==> src/rtl/iter_divider.sv <==
// ---------------------------------------------------------------------------
// iter_divider
//   Multi-cycle radix-2 restoring divider for the EXE stage (MIPS DIV/DIVU).
//   One quotient bit per cycle, MSB first; DW iterations per operation.
//
// Ports
//   clk, rst           : rising-edge clock, synchronous active-high reset
//   div_start          : single-cycle launch pulse from EXE
//   div_signed         : 1 = DIV (two's complement), 0 = DIVU
//   dividend, divisor  : rs / rt operands, sampled with div_start
//   ex_int_handle      : pipeline flush, cancels any in-flight operation
//   div_busy           : operation in progress (to stall logic)
//   div_done           : one-cycle strobe, results valid (LO/HI write enable)
//   quotient           : registered quotient  (LO)
//   remainder          : registered remainder (HI)
// ---------------------------------------------------------------------------
module iter_divider #(
    parameter int DW = 32
) (
    input  logic          clk,
    input  logic          rst,
    input  logic          div_start,
    input  logic          div_signed,
    input  logic [DW-1:0] dividend,
    input  logic [DW-1:0] divisor,
    input  logic          ex_int_handle,
    output logic          div_busy,
    output logic          div_done,
    output logic [DW-1:0] quotient,
    output logic [DW-1:0] remainder
);

    typedef enum logic [1:0] {
        IDLE = 2'd0,
        BUSY = 2'd1,
        DONE = 2'd2
    } state_t;

    // Launch request, formed combinationally from the EXE operands.
    typedef struct packed {
        logic [DW-1:0] a_abs;
        logic [DW-1:0] b_abs;
        logic          q_neg;
        logic          r_neg;
    } div_req_t;

    state_t        state;
    state_t        state_nxt;
    logic [5:0]    cnt;

    // dvd_sh starts as |a|; dividend bits shift out of the top while
    // quotient bits shift in at the bottom, so after DW steps it holds q.
    logic [DW-1:0] dvd_sh;
    logic [DW-1:0] dsr_abs;
    logic [DW-1:0] prem;
    logic          q_neg;
    logic          r_neg;

    div_req_t      req;
    logic          accept;
    logic          last_iter;

    logic [DW:0]   partial;
    logic [DW:0]   trial;
    logic          q_bit;
    logic [DW-1:0] prem_nxt;
    logic [DW-1:0] dvd_nxt;
    logic [DW-1:0] q_final;
    logic [DW-1:0] r_final;

    // -----------------------------------------------------------------------
    // Operand conditioning. |0x80000000| wraps to 0x80000000, which is the
    // correct magnitude when treated as unsigned.
    // -----------------------------------------------------------------------
    always_comb begin
        req       = '0;
        req.a_abs = (div_signed && dividend[DW-1]) ? (DW'(0) - dividend) : dividend;
        req.b_abs = (div_signed && divisor[DW-1])  ? (DW'(0) - divisor)  : divisor;
        req.q_neg = div_signed & (dividend[DW-1] ^ divisor[DW-1]);
        req.r_neg = div_signed & dividend[DW-1];
    end

    // Starts are only honoured from IDLE or DONE; a flush in the same cycle wins.
    assign accept    = div_start & ~ex_int_handle & (state != BUSY);
    assign last_iter = (state == BUSY) && (cnt == 6'(DW - 1));

    // -----------------------------------------------------------------------
    // One restoring step. The partial remainder is always < |b| (or b == 0),
    // so the DW+1 bit difference is negative exactly when its top bit is set.
    // With b == 0 every step succeeds, giving q = all ones and r = |a|.
    // -----------------------------------------------------------------------
    always_comb begin
        partial  = {prem, dvd_sh[DW-1]};
        trial    = partial - {1'b0, dsr_abs};
        q_bit    = ~trial[DW];
        prem_nxt = q_bit ? trial[DW-1:0] : partial[DW-1:0];
        dvd_nxt  = {dvd_sh[DW-2:0], q_bit};
        q_final  = q_neg ? (DW'(0) - dvd_nxt)  : dvd_nxt;
        r_final  = r_neg ? (DW'(0) - prem_nxt) : prem_nxt;
    end

    // -----------------------------------------------------------------------
    // FSM
    // -----------------------------------------------------------------------
    always_ff @(posedge clk) begin
        if (rst) state <= IDLE;
        else     state <= state_nxt;
    end

    always_comb begin
        state_nxt = state;
        if (ex_int_handle) begin
            state_nxt = IDLE;
        end else begin
            unique case (state)
                IDLE:    if (div_start) state_nxt = BUSY;
                BUSY:    if (last_iter) state_nxt = DONE;
                DONE:    state_nxt = div_start ? BUSY : IDLE;
                default: state_nxt = IDLE;
            endcase
        end
    end

    // -----------------------------------------------------------------------
    // Datapath. Results are written only on a completed final iteration, so
    // a flush or reset never produces a partial LO/HI update.
    // -----------------------------------------------------------------------
    always_ff @(posedge clk) begin
        if (rst) begin
            cnt       <= '0;
            dvd_sh    <= '0;
            dsr_abs   <= '0;
            prem      <= '0;
            q_neg     <= 1'b0;
            r_neg     <= 1'b0;
            quotient  <= '0;
            remainder <= '0;
        end else if (accept) begin
            cnt     <= '0;
            dvd_sh  <= req.a_abs;
            dsr_abs <= req.b_abs;
            prem    <= '0;
            q_neg   <= req.q_neg;
            r_neg   <= req.r_neg;
        end else if (state == BUSY && !ex_int_handle) begin
            cnt    <= cnt + 6'd1;
            dvd_sh <= dvd_nxt;
            prem   <= prem_nxt;
            if (last_iter) begin
                quotient  <= q_final;
                remainder <= r_final;
            end
        end
    end

    assign div_busy = (state == BUSY);
    assign div_done = (state == DONE);

endmodule

==> config.mk <==
export PLATFORM = sky130hd
export DESIGN_NAME = iter_divider
export DESIGN_NICKNAME = d
export VERILOG_FILES = /design/src/rtl/iter_divider.sv
export SDC_FILE = /design/constraint.sdc
export NUM_CORES = 1
export LEC_CHECK = 0
export BUFFER_PORTS_ARGS = -buffer_cell sky130_fd_sc_hd__buf_2
export CORE_AREA = 2 2 188 144
export DETAILED_ROUTE_END_ITERATION = 10
export DIE_AREA = 0 0 190 146
export SETUP_SLACK_MARGIN = 0.1
export SYNTH_ARGS = -nofsm -noshare
export SYNTH_HDL_FRONTEND = slang
export SYNTH_SLANG_ARGS = --single-unit
export TNS_END_PERCENT = 50
==> constraint.sdc <==
create_clock -name clk -period 10.4 [get_ports clk]
set_input_delay 0.52 -clock clk [delete_from_list [all_inputs] [get_ports clk]]
set_output_delay 0.52 -clock clk [all_outputs]
set_load 0.01 [all_outputs]
== Word level (Yosys, flattened, before mapping) ==
Index checks and enable logic that the tools add are counted.

* Register bits: 170
* Output and inout port bits: 66
* Logic and storage cells: 51

* $add $sub $neg: 6
* Eq/ne operators: 6
* Mux-type cells: 11
* Bitwise logic cells: 8
* Reductions and logical operators: 11

{| class="wikitable"
|+ Operators by type and width
! cell !! count
|-
| 2-to-1 mux 32 bit || 7
|-
| subtractor 1 x 32 -> 32 bit, first input constant || 4
|-
| subtractor 33 x 32 -> 33 bit || 1
|-
| adder 6 x 1 -> 6 bit, second input constant || 1
|-
| equality test 6 x 5 -> 1 bit, second input constant || 1
|-
| one-hot mux 2 bit (3 select lines) || 1
|-
| AND 1 bit || 4
|-
| logical AND 1 bit || 4
|-
| 2-to-1 mux 2 bit || 2
|-
| inequality test 2 x 1 -> 1 bit, second input constant || 2
|-
| OR reduction 2 bit || 2
|-
| inverter 1 bit || 3
|-
| AND reduction 3 bit || 1
|-
| equality test 2 x 1 -> 1 bit, second input constant || 1
|-
| equality test 2 bit, second input constant || 1
|-
| zero test 2 bit || 1
|-
| inequality test 2 bit, second input constant || 1
|-
| AND reduction 2 bit || 1
|-
| nonzero test 2 bit || 1
|-
| zero test 1 bit || 1
|-
| 2-to-1 mux 1 bit || 1
|-
| XOR 1 bit || 1
|}

== Logic depth before layout (Yosys ltp) ==
Gate-level depths: netlist of the first run.

* Depth in word-level cells: 5
* Mapped depth: 27

== Worst setup path after synthesis of the first run ==
Ideal clock, no wire load.

* Path kind: reg-to-reg
* Start point: register dsr_abs[5]
* End point: register remainder[28]
* Arrival time: 5342 ps
* Required time: 10326 ps
* Slack: 4984 ps
* Stages on the path, launching flop included: 26
* Period minus slack after synthesis: 5416 ps
* Path through: dfxtp_1 -> inv_1 -> ha_1 -> buf_6 -> a21o_1 -> a211o_1 -> o2111ai_1 -> a21oi_1 -> or3_1 -> buf_2 -> and2_4 -> inv_2 -> clkbuf_1 -> buf_2 -> buf_1 -> nor2_1 -> a21oi_1 -> ha_1 -> inv_1 -> nor4_1 -> nand2_1 -> nor4_2 -> o21bai_4 -> or4_4 -> or4b_1 -> a31oi_1

* Cells in the longest elaborated chain, start to end: 4

{| class="wikitable"
|+ Ends and longest elaborated chain
! what !! RTL line !! source
|-
| start: declaration || 54 || <nowiki>logic [DW-1:0] dsr_abs;</nowiki>
|-
| start signal: assignment || 141 || <nowiki>dsr_abs <= req.b_abs;</nowiki>
|-
| subtractor 33 x 32 -> 33 bit * || 94 || <nowiki>trial = partial - {1'b0, dsr_abs};</nowiki>
|-
| 2-to-1 mux 32 bit * || 96 || <nowiki>prem_nxt = q_bit ? trial[DW-1:0] : partial[DW-1:0];</nowiki>
|-
| subtractor 1 x 32 -> 32 bit || 99 || <nowiki>r_final = r_neg ? (DW'(0) - prem_nxt) : prem_nxt;</nowiki>
|-
| 2-to-1 mux 32 bit * || 99 ||
|-
| end signal: assignment || 151 || <nowiki>remainder <= r_final;</nowiki>
|-
| end: declaration || 30 || <nowiki>output logic [DW-1:0] remainder</nowiki>
|}

Every way passes the cells marked *; elsewhere a longest branch is shown, timed or not.
A chain may end at the register's enable or synchronous reset.

== Worst setup path after layout of the first run ==
* Start point: register prem[4]
* End point: register remainder[28]

* Cells in the longest elaborated chain, start to end: 4

{| class="wikitable"
|+ Ends and longest elaborated chain
! what !! RTL line !! source
|-
| start: declaration || 55 || <nowiki>logic [DW-1:0] prem;</nowiki>
|-
| start signal: assignment || 148 || <nowiki>prem <= prem_nxt;</nowiki>
|-
| subtractor 33 x 32 -> 33 bit || 94 ||
|-
| 2-to-1 mux 32 bit * || 96 ||
|-
| subtractor 1 x 32 -> 32 bit || 99 ||
|-
| 2-to-1 mux 32 bit * || 99 ||
|}

Marks and branches as above.

==> implementation parameters, run 1 <==
Parameter                              Value

Outcome
  Outcome    complete, no violations

Place
  Sum of net half-perimeters after detailed placement    27700 um
  Number of buffers inserted by port buffering    134
  Dpl ws    4.16 ns
  GP Congestion    0.924

Setup path
  Source of the worst register-to-register timing path    prem[4]
  Critical path launch point type    flop
  Cells traversed along the worst timing path    ha_1, a21o_1, a211o_1, o2111ai_1, a21oi_1, o21ai_1, and2_4, inv_2, nand2_1, o21ai_0, inv_1, ha_1, inv_1, nor4_1, nand2_1, nor4_2, o21bai_4, or4_4, or4b_1, a31oi_1
  Crit Path Class    reg2reg
  Kind of end point of the critical path    flop
  Data required time at the worst endpoint    10.76 ns
  Peak per-stage delay on the critical path    approximately 0.7 ns
  Startpoint of the worst setup timing path    prem[4]
  Highest net fanout along the worst path    48
  CP max stage cell    and2_4
  Cell class contributing the biggest share of worst-path delay    simple AND/OR/NAND/NOR gates
  Data arrival at the endpoint of the critical path    6.83 ns
  Number of buffers and inverters on the critical path    3

Yosys
  Post-synth design cell area    11500 um2
  Avg Synthesized Cell Area    7.55 um2
  Cell taking the most area after synthesis    dfxtp_1
  Count of warnings emitted by yosys    0
  Area fraction in compound gates after synthesis    26.1%
  Number of nets produced by synthesis    1633
  Largest cells by area after synthesis    dfxtp_1 30%, nor2_1 5.8%, a21oi_1 5.6%
  Library cells used by synthesis    82
  Share of flip-flops with an asynchronous set or reset    0%
  Share of synthesized cell area in and, or, nand and nor gates    23.0%
  Portion of synthesized cell area occupied by the leading cell type    between 20% and 30%
  Sequential fraction of the synthesis area    29.5%
  Xor and xnor fraction of the mapped netlist area    9.12%
  Multiplexer fraction of the synthesized cell area    ~2.9%
  Yosys reg bits    170
  Most common flop cell mapped by yosys    dfxtp_1
  Synthesized instance count    1526
  Combinational family with the most area after synthesis    compound AO/OA/AOI/OAI gates
  EDFF count, synth    0
  Post-Synth Adder-Cell Area    4.19%

STA
  Setup repair after global routing missed its margin    false
  Worst Slack Setup Final    3.93 ns
  Timing-limited maximum frequency    0.155 GHz
  Fin crit period    6.47 ns
  Measured slew at the worst slew-check pin    1.26 ns
  Worst slew margin relative to its limit    between 15 and 20%
  Share of the cycle needed by the critical path after routing    just over 60%
  Final Hold Slack    0.357 ns
  Final TNS setup    0 ns
  Setup skew after layout    0.0132 ns
  Final count of hold timing violations    0
  Max Slew Vio Count    0
  Count of endpoints failing setup in the final report    0

Detailed routing
  Total via count after detailed routing    about 11000
  WL per Instance    18.6 um
  Via density per instance    5.87
  Pre-Repair DR Iteration Count    6
  Number of design-rule violations left by the first detailed-router iteration    1298
  Count of unresolved DRC violations after routing    0
  Antenna-violating nets left    0
  Wirelength, routed    36200 um

Pwr
  Combinational fraction of design power    29.8%
  Static power due to leakage    0.00498 uW
  Worst IR drop on VDD    about 0.00012 V
  Sequential fraction of design power    36.0%
  Internal Dissipation    1220 uW
  Switching share of power    36.9%
  Power Density    150 nW/um2
  Portion of total power attributed to the clock network    between 30% and 40%
  Power dissipated by switching net loads    713 uW

Global route
  Total routing resource utilization after global routing    25.8%
  Global-route wire length before repair    around 57000 um
  Sum of overflow across all layers after global routing    0
  Number of antenna violations at the first check in global routing    0
  Maximum number of pins on one net before global-route repair    97
  Via count of the first global-routing pass    9766

Clocking
  Number of gates given a new drive strength after cts    0
  CTS root buf    clkbuf_16
  Clock tree from TritonCTS    done
  CTS hold repair buffers    0
  Number of H-tree levels    4
  Count of clock tree sinks    170
  Number of buffers inserted during clock tree synthesis    17
  Clk buf depth    2
  Clock slew at the register clock pins of the worst setup and hold paths    roughly 0.070 ns
  Clock insertion delay at the later pin of the skew report    0.44 ns
  Setup repair bufs after CTS    0

Finish
  Number of filler cells placed in the layout    2583
  Share of post-route cells with drive strength above 1    13.0%
  Area of the multi-input gates    7560 um2
  Sequential standard cell area    3400 um2
  Area growth from synthesis to layout    12.0%
  NumNets Final    1690
  N_diodes    0

Floorplan
  Row count    51
  X dimension of the die    190 um
  Core region area    25700 um2
  Initial Util    44.8%
  Full die area    27700 um2
  Height of the chip    146 um
  I/O pin count    135

Worst hold path
  Path category of the worst min-delay check    in2reg
  Startpoint of the tightest hold check path    ex_int_handle

Job
  Max-Cap Viols    0
cells by family after synthesis:
logic type / after synthesis
multiplexers: 33
AO/OA/AOI/OAI: 457
XOR/XNOR: 120
flip-flops: 170
AND/OR/NAND/NOR: 556
buffers and inverters: 152
adder cells (fa/ha/maj): 38
final timing paths:
check                           slack, ns  cells past startpoint       endpoint
worst max-delay path                 3.93                     20  remainder[28]
worst min-delay path                 0.36                      2       state[0]
worst max register to register       3.93                     20  remainder[28]
worst min register to register       0.45                      2  remainder[10]
routing by layer:
metal	up-vias	track usage (%)	routed length, um	part of all wire [%]
met2	445	32.8	13400	37
met5	-	0	0	0
met3	30	4.53	3070	8.5
li1	5654	-	-	-
met1	5255	43.6	19300	53
met4	0	3.91	362	1.0
synth_stat cells (12+ instances only):
| library cell | n |
|---|---|
| a211oi_1 | 84 |
| a21o_1 | 15 |
| a21oi_1 | 130 |
| a22oi_1 | 32 |
| and2_1 | 12 |
| clkbuf_1 | 80 |
| dfxtp_1 | 170 |
| ha_1 | 37 |
| inv_1 | 50 |
| mux2i_1 | 27 |
| nand2_1 | 147 |
| nand2b_1 | 16 |
| nand3_1 | 26 |
| nand4_1 | 16 |
| nor2_1 | 178 |
| nor2b_1 | 14 |
| nor3_1 | 52 |
| o21ai_0 | 74 |
| o31ai_1 | 22 |
| o41ai_1 | 13 |
| or3_1 | 28 |
| or4_1 | 12 |
| xnor2_1 | 52 |
| xor2_1 | 68 |
registers in the layout (all words and copies together), names as in the netlist:
| signal | cells |
|---|---|
| dsr_abs | 32 |
| dvd_sh | 32 |
| prem | 32 |
| quotient | 32 |
| remainder | 32 |
| cnt | 6 |
| state | 2 |
| q_neg | 1 |
| r_neg | 1 |
layout make-up:
class / count / share of cell area, %
multi-input combinational: 1204 / 58.6
sequential: 170 / 26.4
timing repair buffer: 139 / 5.51
clock buffer: 18 / 3.40
tap: 344 / 3.34
inverter: 51 / 1.48
clock inverter: 14 / 1.32
per-stage QoR:
step,instances,utilization [%],total power (uW),instance area [um2]
6_report,1940,50.2,1940,12900
5_1_grt,1940,50.2,2030,12900
2_1_floorplan,1526,-,1110,11500
3_5_place_dp,1908,47.8,1270,12300
3_3_place_gp,1908,47.8,1270,12300
4_1_cts,1940,50.2,1930,12900
cells in the final DEF (no fill, tap or decap), drive strengths merged, types with 5 or more instances in the layout:
| cell | count |
|---|---|
| xnor2 | 52 |
| nand4 | 16 |
| clkbuf | 18 |
| or2 | 8 |
| nor2 | 178 |
| a21oi | 132 |
| nand3b | 9 |
| nand2 | 147 |
| or3 | 28 |
| and2 | 13 |
| nor4 | 11 |
| or4 | 13 |
| o21a | 9 |
| nor3 | 52 |
| o211ai | 7 |
| a31oi | 11 |
| o31ai | 22 |
| a22oi | 32 |
| ha | 37 |
| buf | 139 |
| nor2b | 14 |
| dfxtp | 170 |
| and3 | 9 |
| inv | 60 |
| a211oi | 85 |
| xor2 | 68 |
| o41ai | 14 |
| nand3 | 26 |
| nand2b | 16 |
| o21ai | 82 |
| mux2 | 6 |
| mux2i | 27 |
| a21o | 15 |
| a311oi | 5 |
| a21boi | 6 |
power groups by stage:
stage	logic (uW)	clock network, uW	registers, uW
floorplan	412	0	699
global placement	560	0	710
detailed placement	561	0	711
CTS	564	668	696
global route	628	698	699
finish	577	662	697
Power figures use the tool's default switching activity.
==> run 2: changes to the inputs <==
clock period = 6.3 ns   (was 10.4 ns; I/O delays follow)
==> run 2 against run 1 <==
Effect of this change: critical path type unchanged; fmax rose by 19%; first-iteration DRC count fell by 8.0%; sequential power rose by 65%; cell area rose by 0.24%; critical path depth fell by 2; wire length rose by 1.3%; clock skew rose by 0.0018 ns; critical endpoint unchanged; worst setup slack got worse by 3.1 ns; non-clock buffer count rose by 3; worst hold slack got worse by 0.22 ns; die area did not move.
==> implementation parameters, run 2 (synthesis gave the netlist of run 1 again) <==
Parameter                              Value

Outcome
  Outcome    complete, no violations

Setup path
  Worst R2R Setup Slack    roughly 0.87 ns
  CP max stage cell    o21ai_1
  Source of the worst register-to-register timing path    prem[4]
  Cells traversed along the worst timing path    ha_1, a21o_1, a211o_1, o2111ai_1, a21oi_1, o21ai_1, and2_4, inv_2, a21oi_1, ha_1, inv_1, nor4_1, nand2_1, nor4_2, o21bai_4, or4_4, or4b_1, a31oi_1
  Crit path to    remainder[28]
  Data required time at the worst endpoint    6.67 ns
  Peak per-stage delay on the critical path    0.56 ns
  Register-to-Register Path Depth    18
  Endpoint of the most critical register-to-register path    remainder[28]
  Startpoint of the worst setup timing path    prem[4]
  Kind of end point of the critical path    flop
  Crit Path Class    reg2reg
  Highest net fanout along the worst path    9
  Critical path launch point type    flop
  Data arrival at the endpoint of the critical path    5.80 ns

Finish
  Most common library cell in the layout ignoring fill and taps    nor2_1
  Area growth from synthesis to layout    12.2%
  Share of post-route cells with drive strength above 1    13.1%
  N_diodes    0
  Number of filler cells placed in the layout    2584
  Number of cells in the finished layout apart from fillers    between 1500 and 2000
  NumNets Final    1693
  Most frequent cells in the layout    176 x nor2_1, 170 x dfxtp_1, 147 x nand2_1, 133 x buf_2, 130 x a21oi_1

STA
  Fin crit period    5.43 ns
  Share of the cycle needed by the critical path after routing    between 80 and 90%
  Final TNS setup    0 ns
  Worst slew margin relative to its limit    17.8%
  Count of endpoints failing setup in the final report    0
  Timing-limited maximum frequency    between 0.15 and 0.2 GHz
  Setup repair after global routing missed its margin    false
  Worst Slack Setup Final    0.865 ns
  Measured slew at the worst slew-check pin    roughly 1.2 ns
  Max Slew Vio Count    0
  Final count of hold timing violations    0
  Setup skew after layout    between 0.015 and 0.02 ns

Floorplan
  I/O pin count    135
  X dimension of the die    190 um
  Full die area    27700 um2
  Core region area    25700 um2
  Height of the chip    146 um
  Row count    between 50 and 60
  Initial Util    44.8%

Clocking
  CTS hold repair buffers    0
  Clock slew at the register clock pins of the worst setup and hold paths    approximately 0.080 ns
  Setup repair bufs after CTS    0
  Number of H-tree levels    4
  Clock insertion delay at the later pin of the skew report    0.45 ns
  CTS root buf    clkbuf_16
  Count of clock tree sinks    170
  Number of buffers inserted during clock tree synthesis    17
  Clk buf depth    2
  Number of gates given a new drive strength after cts    0
  Clock tree from TritonCTS    done

Detailed routing
  WL per Instance    between 15 and 20 um
  Wirelength, routed    36600 um
  Antenna-violating nets left    0
  Count of unresolved DRC violations after routing    0
  Pre-Repair DR Iteration Count    6
  Number of design-rule violations left by the first detailed-router iteration    around 1200
  Total via count after detailed routing    11300
  Via density per instance    slightly below 6

Place
  Number of buffers inserted by port buffering    134
  GP Congestion    0.902
  Dpl ws    1.02 ns
  Sum of net half-perimeters after detailed placement    about 28000 um
  Cell count after placement    around 1900

Global route
  Total routing resource utilization after global routing    roughly a quarter
  Sum of overflow across all layers after global routing    0
  Via count of the first global-routing pass    9907
  Global-route wire length before repair    a little under 60000 um
  Maximum number of pins on one net before global-route repair    97
  Number of antenna violations at the first check in global routing    0

Worst hold path
  Path category of the worst min-delay check    in2reg

Pwr
  Power Density    roughly 250 nW/um2
  Static power due to leakage    between 0.004 and 0.005 uW
  Worst IR drop on VDD    approximately 0.00021 V
  Power, Total    3230 uW

Job
  Max-Cap Viols    0
run 2: cell types whose count changed in the layout (fill, tap and decap cells not counted), sizes merged:
cell | before | now
clkinvlp | 1 | 2
clkbuf | 18 | 17
buf | 139 | 142
run 2: metal layers:
layer	wire, um	global-route usage (%)
met3	3060	4.90
met5	0	0
met1	20100	45.7
met2	13100	31.7
met4	394	5.04
run 2: worst max-delay path, delay by kind of cell (launching register included):
family                     cells  cell delay (ns)
adders and majority gates      2             0.60
buffers and inverters          2             0.15
DFF                            1             0.46
and+or+nand+nor                6             1.95
AOI/OAI and AO/OA              8             2.20
run 2: area by class of cell:
class / count / area [um2] / share of cell area, %
Multi-Input combinational cell: 1204 / 7560 / 58.4
Timing Repair Buffer: 142 / 733 / 5.67
Inverter: 51 / 191 / 1.48
Clock buffer: 17 / 425 / 3.29
Clock inverter: 15 / 193 / 1.49
Tap cell: 344 / 430 / 3.33
Sequential cell: 170 / 3400 / 26.3
run 2: worst min-delay path by stage:
stage                  startpoint             to  depth (start not counted)
global route        ex_int_handle       state[0]                          2
global placement    remainder[10]  remainder[10]                          2
floorplan           ex_int_handle       state[0]                          1
detailed placement  remainder[10]  remainder[10]                          2
CTS                 ex_int_handle       state[0]                          2
finish              ex_int_handle       state[0]                          2
run 2: power breakdown:
part | switching (uW) | internal (uW)
clock | 537 | 577
combinational | 630 | 335
sequential | 40.4 | 1110
run 2: per-stage QoR:
stage / hold slack [ns] / cell area, um2 / utilization (%)
floorplan: 0.394 / 11500 / -
global placement: 0.439 / 12300 / 47.9
detailed placement: 0.443 / 12300 / 47.9
CTS: 0.129 / 12900 / 50.3
global route: 0.150 / 12900 / 50.3
finish: 0.142 / 12900 / 50.3
